### config.mk
export PLATFORM = sky130hd
export DESIGN_NAME = fetch_sequencer
export DESIGN_NICKNAME = d
export VERILOG_FILES = /design/src/rtl/fetch_sequencer_pkg.sv /design/src/rtl/fetch_sequencer_prog_mem.sv /design/src/rtl/fetch_sequencer.sv
export SDC_FILE = /design/constraint.sdc
export NUM_CORES = 1
export LEC_CHECK = 0
export CORE_ASPECT_RATIO = 1.1
export CORE_MARGIN = 3
export CORE_UTILIZATION = 40
export DETAILED_ROUTE_END_ITERATION = 7
export PLACE_DENSITY = 0.55
export SETUP_SLACK_MARGIN = 0.5
export SLEW_MARGIN = 15
export SYNTH_ARGS = -nofsm -noshare
export SYNTH_HDL_FRONTEND = slang
export SYNTH_HIERARCHICAL = 1
export SYNTH_SLANG_ARGS = --single-unit
### constraint.sdc
create_clock -name clk -period 4.7 [get_ports clk]
set_clock_uncertainty 0.2 [all_clocks]
set_input_delay 0.94 -clock clk [delete_from_list [all_inputs] [get_ports clk]]
set_output_delay 0.94 -clock clk [all_outputs]
set_load 0.01 [all_outputs]
### src/rtl/fetch_sequencer_pkg.sv
// Shared widths, halt opcode and FSM encoding for the fetch sequencer.
// Also provides a small opcode-decode helper used by the top level.
package fetch_sequencer_pkg;

  localparam int         WIDTH   = 20;
  localparam int         DEPTH   = 32;
  localparam int         ADDR_W  = $clog2(DEPTH);
  localparam logic [4:0] HALT_OP = 5'h1F;

  typedef enum logic [1:0] {
    ST_IDLE   = 2'd0,
    ST_RUN    = 2'd1,
    ST_HALTED = 2'd2
  } state_t;

  function automatic logic is_halt(input logic [WIDTH-1:0] ins);
    return ins[4:0] == HALT_OP;
  endfunction

endpackage

### src/rtl/fetch_sequencer_prog_mem.sv
// Program memory: single write port, combinational read port.
// Contents survive reset so a loaded program can be replayed.
module fetch_sequencer_prog_mem
  import fetch_sequencer_pkg::*;
(
  input  logic              clk,
  input  logic              i_we,
  input  logic [ADDR_W-1:0] i_waddr,
  input  logic [WIDTH-1:0]  i_wdata,
  input  logic [ADDR_W-1:0] i_raddr,
  output logic [WIDTH-1:0]  o_rdata
);

  logic [WIDTH-1:0] r_mem [DEPTH];

  // NOTE: the array has no reset branch on purpose; resetting it would turn
  // it into a flop bank and would also wipe the program we must retain.
  always_ff @(posedge clk) begin
    if (i_we) begin
      r_mem[i_waddr] <= i_wdata;
    end
  end

  assign o_rdata = r_mem[i_raddr];

endmodule

### src/rtl/fetch_sequencer.sv
// Instruction fetch sequencer: IDLE/RUN/HALTED FSM, pc, and a one-entry
// output register toward decode with stall, redirect and halt handling.
module fetch_sequencer
  import fetch_sequencer_pkg::*;
(
  input  logic             clk,
  input  logic             rst_n,
  input  logic             start,
  input  logic             prog_we,
  input  logic [4:0]       prog_addr,
  input  logic [WIDTH-1:0] prog_data,
  input  logic             redirect_valid,
  input  logic [WIDTH-1:0] redirect_target,
  input  logic             dec_ready,
  output logic [WIDTH-1:0] instr,
  output logic             instr_valid,
  output logic [WIDTH-1:0] instr_pc,
  output logic             halted
);

  state_t           r_state;
  logic [WIDTH-1:0] r_pc;
  logic [WIDTH-1:0] r_instr;
  logic [WIDTH-1:0] r_instr_pc;
  logic             r_instr_valid;

  state_t           w_state_nxt;
  logic [WIDTH-1:0] w_pc_nxt;
  logic [WIDTH-1:0] w_instr_nxt;
  logic [WIDTH-1:0] w_instr_pc_nxt;
  logic             w_instr_valid_nxt;
  logic             w_mem_we;
  logic [WIDTH-1:0] w_mem_rdata;
  logic             w_transfer;

  fetch_sequencer_prog_mem u_prog_mem (
    .clk     (clk),
    .i_we    (w_mem_we),
    .i_waddr (prog_addr[ADDR_W-1:0]),
    .i_wdata (prog_data),
    .i_raddr (r_pc[ADDR_W-1:0]),
    .o_rdata (w_mem_rdata)
  );

  assign w_transfer = r_instr_valid & dec_ready;

  // NOTE: every output of this block is given a default before the case so
  // no path leaves a signal unassigned, which would otherwise infer a latch.
  always_comb begin
    w_state_nxt       = r_state;
    w_pc_nxt          = r_pc;
    w_instr_nxt       = r_instr;
    w_instr_pc_nxt    = r_instr_pc;
    w_instr_valid_nxt = r_instr_valid;
    w_mem_we          = 1'b0;

    case (r_state)
      ST_IDLE, ST_HALTED: begin
        w_mem_we          = prog_we;
        w_instr_valid_nxt = 1'b0;
        if (start) begin
          w_state_nxt = ST_RUN;
          w_pc_nxt    = '0;
        end
      end

      ST_RUN: begin
        // Halt on transfer beats redirect; redirect beats advance and stall.
        if (w_transfer && is_halt(r_instr)) begin
          w_state_nxt       = ST_HALTED;
          w_instr_valid_nxt = 1'b0;
        end else if (redirect_valid) begin
          w_pc_nxt          = redirect_target;
          w_instr_valid_nxt = 1'b0;
        end else if (!r_instr_valid || w_transfer) begin
          w_instr_nxt       = w_mem_rdata;
          w_instr_pc_nxt    = r_pc;
          w_instr_valid_nxt = 1'b1;
          w_pc_nxt          = r_pc + WIDTH'(1);
        end
      end

      default: begin
        w_state_nxt       = ST_IDLE;
        w_instr_valid_nxt = 1'b0;
      end
    endcase
  end

  // NOTE: state registers use non-blocking assignments so every flop samples
  // the pre-edge values regardless of statement order.
  always_ff @(posedge clk or negedge rst_n) begin
    if (!rst_n) begin
      r_state       <= ST_IDLE;
      r_pc          <= '0;
      r_instr       <= '0;
      r_instr_pc    <= '0;
      r_instr_valid <= 1'b0;
    end else begin
      r_state       <= w_state_nxt;
      r_pc          <= w_pc_nxt;
      r_instr       <= w_instr_nxt;
      r_instr_pc    <= w_instr_pc_nxt;
      r_instr_valid <= w_instr_valid_nxt;
    end
  end

  assign instr       = r_instr;
  assign instr_pc    = r_instr_pc;
  assign instr_valid = r_instr_valid;
  assign halted      = (r_state == ST_HALTED);

endmodule
# Yosys cells after proc, flatten, opt, wreduce, memory -nomap -nowiden
# Memories as Yosys holds them, arrays and structs flattened. A register that Yosys moved wholly into a read port is not among the register bits.
# Index checks and enable logic that the tools add are counted.
# W data, S select, Z words.
# classes
eq_ne	8
n_addsub	1
bitwise_logic	3
n_reduce_logical	10
muxes	15
# ops
cell	n
$mux W20	4
$pmux W20 S2	1
$add A20 B1 Y20 const B	1
$reduce_and A4 Y1	2
$mux W1	7
$ne A2 B2 Y1 const B	3
$eq A5 B5 Y1 const B	1
$mux W2	2
$ne A4 B4 Y1 const B	1
$pmux W2 S2	1
$ne A3 B3 Y1 const B	1
$eq A2 B1 Y1 const B	1
$eq A2 B2 Y1 const B	1
$logic_not A1 Y1	2
$logic_not A2 Y1	1
$not A1 Y1	2
$reduce_and A2 Y1	1
$reduce_bool A2 Y1	1
$reduce_or A2 Y1	1
$and A1 B1 Y1	1
$logic_and A1 B1 Y1	1
$logic_or A1 B1 Y1	1
# word_totals
ff_bits	43
in_bits	51
ramBits	640
out_inout_bits	42
memories	1
# memory_table
name	words	width	read_ports	rd_ports_with_merged_regs	wr	line_no	text
u_prog_mem.r_mem	32	20	1	1	1	fetch_sequencer_prog_mem.sv:14	logic [WIDTH-1:0] r_mem [DEPTH];

# Depth between registers and ports, before layout
# depth
word_depth	6
depth_mapped	9
ltp_nobuf	6

# Cells and area by module
# Netlist, hierarchy kept.
# by_module_without_submodules
mod	area_per_inst_um2	seq_area_each_um2	n_inst	cells_each
fetch_sequencer_prog_mem	25152.9	19218.4	1	1394
fetch_sequencer	2937.8	1576.5	1	268

# Least setup slack after synthesis
# OpenSTA, ideal clock, no wires.
# synth_timing
kind	input port to flip-flop
from	input port prog_we
to	memory u_prog_mem.r_mem[12][0], enable pin
setup_time_ps	397
t_arrival_ps	2655
path_stages	4
path_slack_ps	1449
t_required_ps	4103
path_buffers	1
path_cell_list	nor2b_1 or3b_2 clkbuf_1 nor2_1
# synth_between
elab_chain_len	3
# synth_rtl
item	line_no	text
start, declared	fetch_sequencer.sv:9	input logic prog_we,
$mux W1	fetch_sequencer.sv:57	case (r_state)
$mux W1	fetch_sequencer_prog_mem.sv:19	if (i_we) begin
$mux W1 (implied by the code)	fetch_sequencer_prog_mem.sv:20	r_mem[i_waddr] <= i_wdata;
end, declared	fetch_sequencer_prog_mem.sv:14	
# Every way passes these cells.

==> impl_metrics.json <==
{
  "cts_setup_buffers": 0,
  "fin_area_um2": 32730,
  "period_minus_slack_ns": 3.282,
  "synth.cells.most_frequent": "640 x edfxtp_1, 320 x mux2i_1, 85 x a22oi_1, 63 x dfrtp_1, 56 x nand2_1",
  "ctsHoldBuffers": 0,
  "tns_ns": 0,
  "cts_resized": 0,
  "worst-path-buf-inv": 1,
  "p_comb_share_pct": 28.8,
  "die_w_um": 258.7,
  "grt_max_degree": 74,
  "r2r_start": "r_pc[0]",
  "p_switching_w": 0.006048,
  "synth_top_family_by_area": "multiplexers",
  "diodes": 0,
  "multiInputGateArea_um2": 6711,
  "clock-sinks": 703,
  "viasPerCell": 5.476,
  "synth_top_flop_cell": "edfxtp_1",
  "area_delta_synth_final_pct": 16.52,
  "wl_um": 71160,
  "internal-power_w": 0.01304,
  "cp-start-kind": "register",
  "drt_pass1_iterations": 5,
  "powerDensity_nw_per_um2": 583.2,
  "ff2ff_path_depth": 7,
  "grt_util_all_layers_pct": 19.36,
  "synthSimpleGateAreaFrac_pct": 4.499,
  "r2r_slack_ns": 1.42,
  "path_cells": "buf_12, mux2i_1, a22o_1, nor3_1, a31oi_1, nand3_1, mux2_2",
  "hold_viol": 0,
  "syn_inst": 1662,
  "first_global_vias": 15453,
  "p_leak_nw": 11.28,
  "vias": 15284,
  "drive_above_1_share_pct": 15.40,
  "ant_nets": 0,
  "ys_ff_latch": 703,
  "ys_types": 49,
  "ys.warnings.count": 6,
  "switching_share_pct": 31.68,
  "rows": 101,
  "root_buffer": "clkbuf_16",
  "period_share_pct": 69.84,
  "yosys.area_share.adder_pct": 0.04454,
  "post_drt_wl_per_cell_um": 25.50,
  "clock_path_buffers": 3,
  "cap_viol_max_count": 0,
  "worst_ir_drop_vdd_mv": 0.3762,
  "antenna_found_initial": 0,
  "regToRegEndpoint": "instr[4]",
  "portBuffers": 92,
  "synth.largest_area_cell": "edfxtp_1",
  "synth_most_common_cell": "edfxtp_1",
  "htreeDepth": 3,
  "synth_xor_area_share_pct": 0,
  "drt-initial-drc-count": 1189,
  "synth.area.mux_share_pct": 12.93,
  "grt-ovfl-total": 0,
  "end_kind": "register",
  "fillers": 6045,
  "synth_area_leaders": "edfxtp_1 68%, mux2i_1 11%, dfrtp_1 5.6%",
  "avgSynthCellArea_um2": 16.90,
  "slowest_stage": "dfrtp_4",
  "worstMarginPinSlew_ns": 0.8992,
  "crit_type": "reg2reg",
  "relSlewSlack_pct": 39.91,
  "synthesis.nets": 1714,
  "start_util_pct": 40.56,
  "clk_latency_ns": 0.62,
  "grt_pass1_wl_um": 104600,
  "synth_compound_area_share_pct": 6.018,
  "drc_errors": 0,
  "netlist.area_leader.share_pct": 68.42,
  "async_flop_share_pct": 8.962,
  "tritoncts": "yes",
  "finalPower_w": 0.01909,
  "final_nets": 1860,
  "clkPwrFrac_pct": 32.1,
  "crit_arrival_ns": 3.57,
  "synth.cell_area_um2": 28090,
  "core-area_um2": 69250,
  "status": "complete, no violations",
  "setup_viol": 0,
  "dp_hpwl_um": 44830,
  "path_delay_family": "flip-flops",
  "worstPathRequired_ns": 4.99,
  "cpPeakStageDelay_ns": 0.88,
  "synth_edf_count": 640,
  "crit_fanout": 34,
  "numCtsBuffers": 74,
  "clk_pin_slew_worst_paths_ns": 0.06,
  "seqPwrFrac_pct": 39.1,
  "holdWs_ns": 0.06191,
  "synth.yosys.seq_area_share_pct": 74.03,
  "fmax_mhz": 304.7,
  "dieArea_um2": 73450,
  "ios": 93,
  "area.sequential_um2": 20800,
  "place_area_um2": 30160,
  "die_h_um": 283.9,
  "slew_violations": 0,
  "rsz0062_at_grt": "false",
  "place_congestion": 0.8279,
  "hp-class": "in2async"
}
## metrics by stage
step           util [%]  std cells  setup slack (ns)
2_1_floorplan         -       1662             1.449
3_3_place_gp      43.56       2659            0.9464
3_5_place_dp      43.56       2659            0.8753
4_1_cts           47.27       2791             1.398
5_1_grt           47.27       2791             1.324
6_report          47.27       2791             1.418
## cell type report
cell class                 instances  share of cell area [%]
sequential                       703                   63.54
multi-input combinational        860                   20.50
clock inverter                    38                   1.640
clock buffer                      94                   6.208
tap                              927                   3.543
inverter                           4                 0.04587
timing repair buffer             165                   4.518
## power by group through the flow
stage          Combinational [W]  Clock, W  Sequential [W]
2_1_floorplan            0.00357         0         0.00751
3_3_place_gp             0.00552         0         0.00759
3_5_place_dp             0.00554         0         0.00760
4_1_cts                  0.00555   0.00626         0.00747
5_1_grt                  0.00584   0.00654         0.00751
6_report                 0.00550   0.00613         0.00746
## per-layer routing
layer | vias to the layer above | GRT usage, % | routed length [um]
met5 | - | 0 | 0
met4 | 0 | 5.596 | 1588
met3 | 94 | 2.883 | 3680
met2 | 429 | 31.99 | 34770
met1 | 7875 | 26.68 | 31120
li1 | 6886 | - | -
## registers in the layout (all words and copies together), names as in the netlist
name,flops
r_pc,20
instr_valid,1
r_state,2
instr,20
u_prog_mem/r_mem,640
instr_pc,20
## cells in the final DEF, fill, tap and decap left out, types with 14 or more instances in the layout
master / count
mux2_2: 38
buf_2: 18
dfrtp_1: 62
edfxtp_1: 640
clkbuf_1: 14
clkdlybuf4s50_1: 74
nor3_1: 23
a22o_1: 41
clkbuf_16: 78
buf_4: 65
nand4_1: 24
a21oi_1: 55
a22oi_1: 85
mux2i_1: 320
nor2_1: 21
a31oi_1: 23
nand3_1: 52
o21ai_0: 34
nor2_2: 32
nand2_1: 56
## worst max path at each step
stage	from	endpoint	slack (ns)	cells past startpoint
finish	r_pc[0]	instr[4]	1.42	7
global route	r_pc[0]	instr[3]	1.32	7
CTS	r_pc[0]	instr[5]	1.40	7
detailed placement	prog_we	u_prog_mem/r_mem[16][4]	0.88	5
global placement	prog_we	u_prog_mem/r_mem[16][4]	0.95	5
floorplan	prog_we	u_prog_mem/r_mem[12][0]	1.45	4
## worst reg2reg max path, cell delays in order, from the launching register on
cell     delay, ns
dfrtp_4       0.88
buf_12        0.38
mux2i_1       0.26
a22o_1        0.23
nor3_1        0.08
a31oi_1       0.65
nand3_1       0.18
mux2_2        0.31
## kinds of logic (layout without fill, tap and decap cells)
| kind of cell | count (synthesis) | count (layout) |
|---|---|---|
| DFF | 703 | 703 |
| AOI/OAI and AO/OA | 250 | 250 |
| muxes | 358 | 358 |
| buffers and inverters | 99 | 301 |
| and+or+nand+nor | 251 | 251 |
| adders and majority gates | 1 | 1 |
No activity file was read; power rests on OpenSTA's default activity.
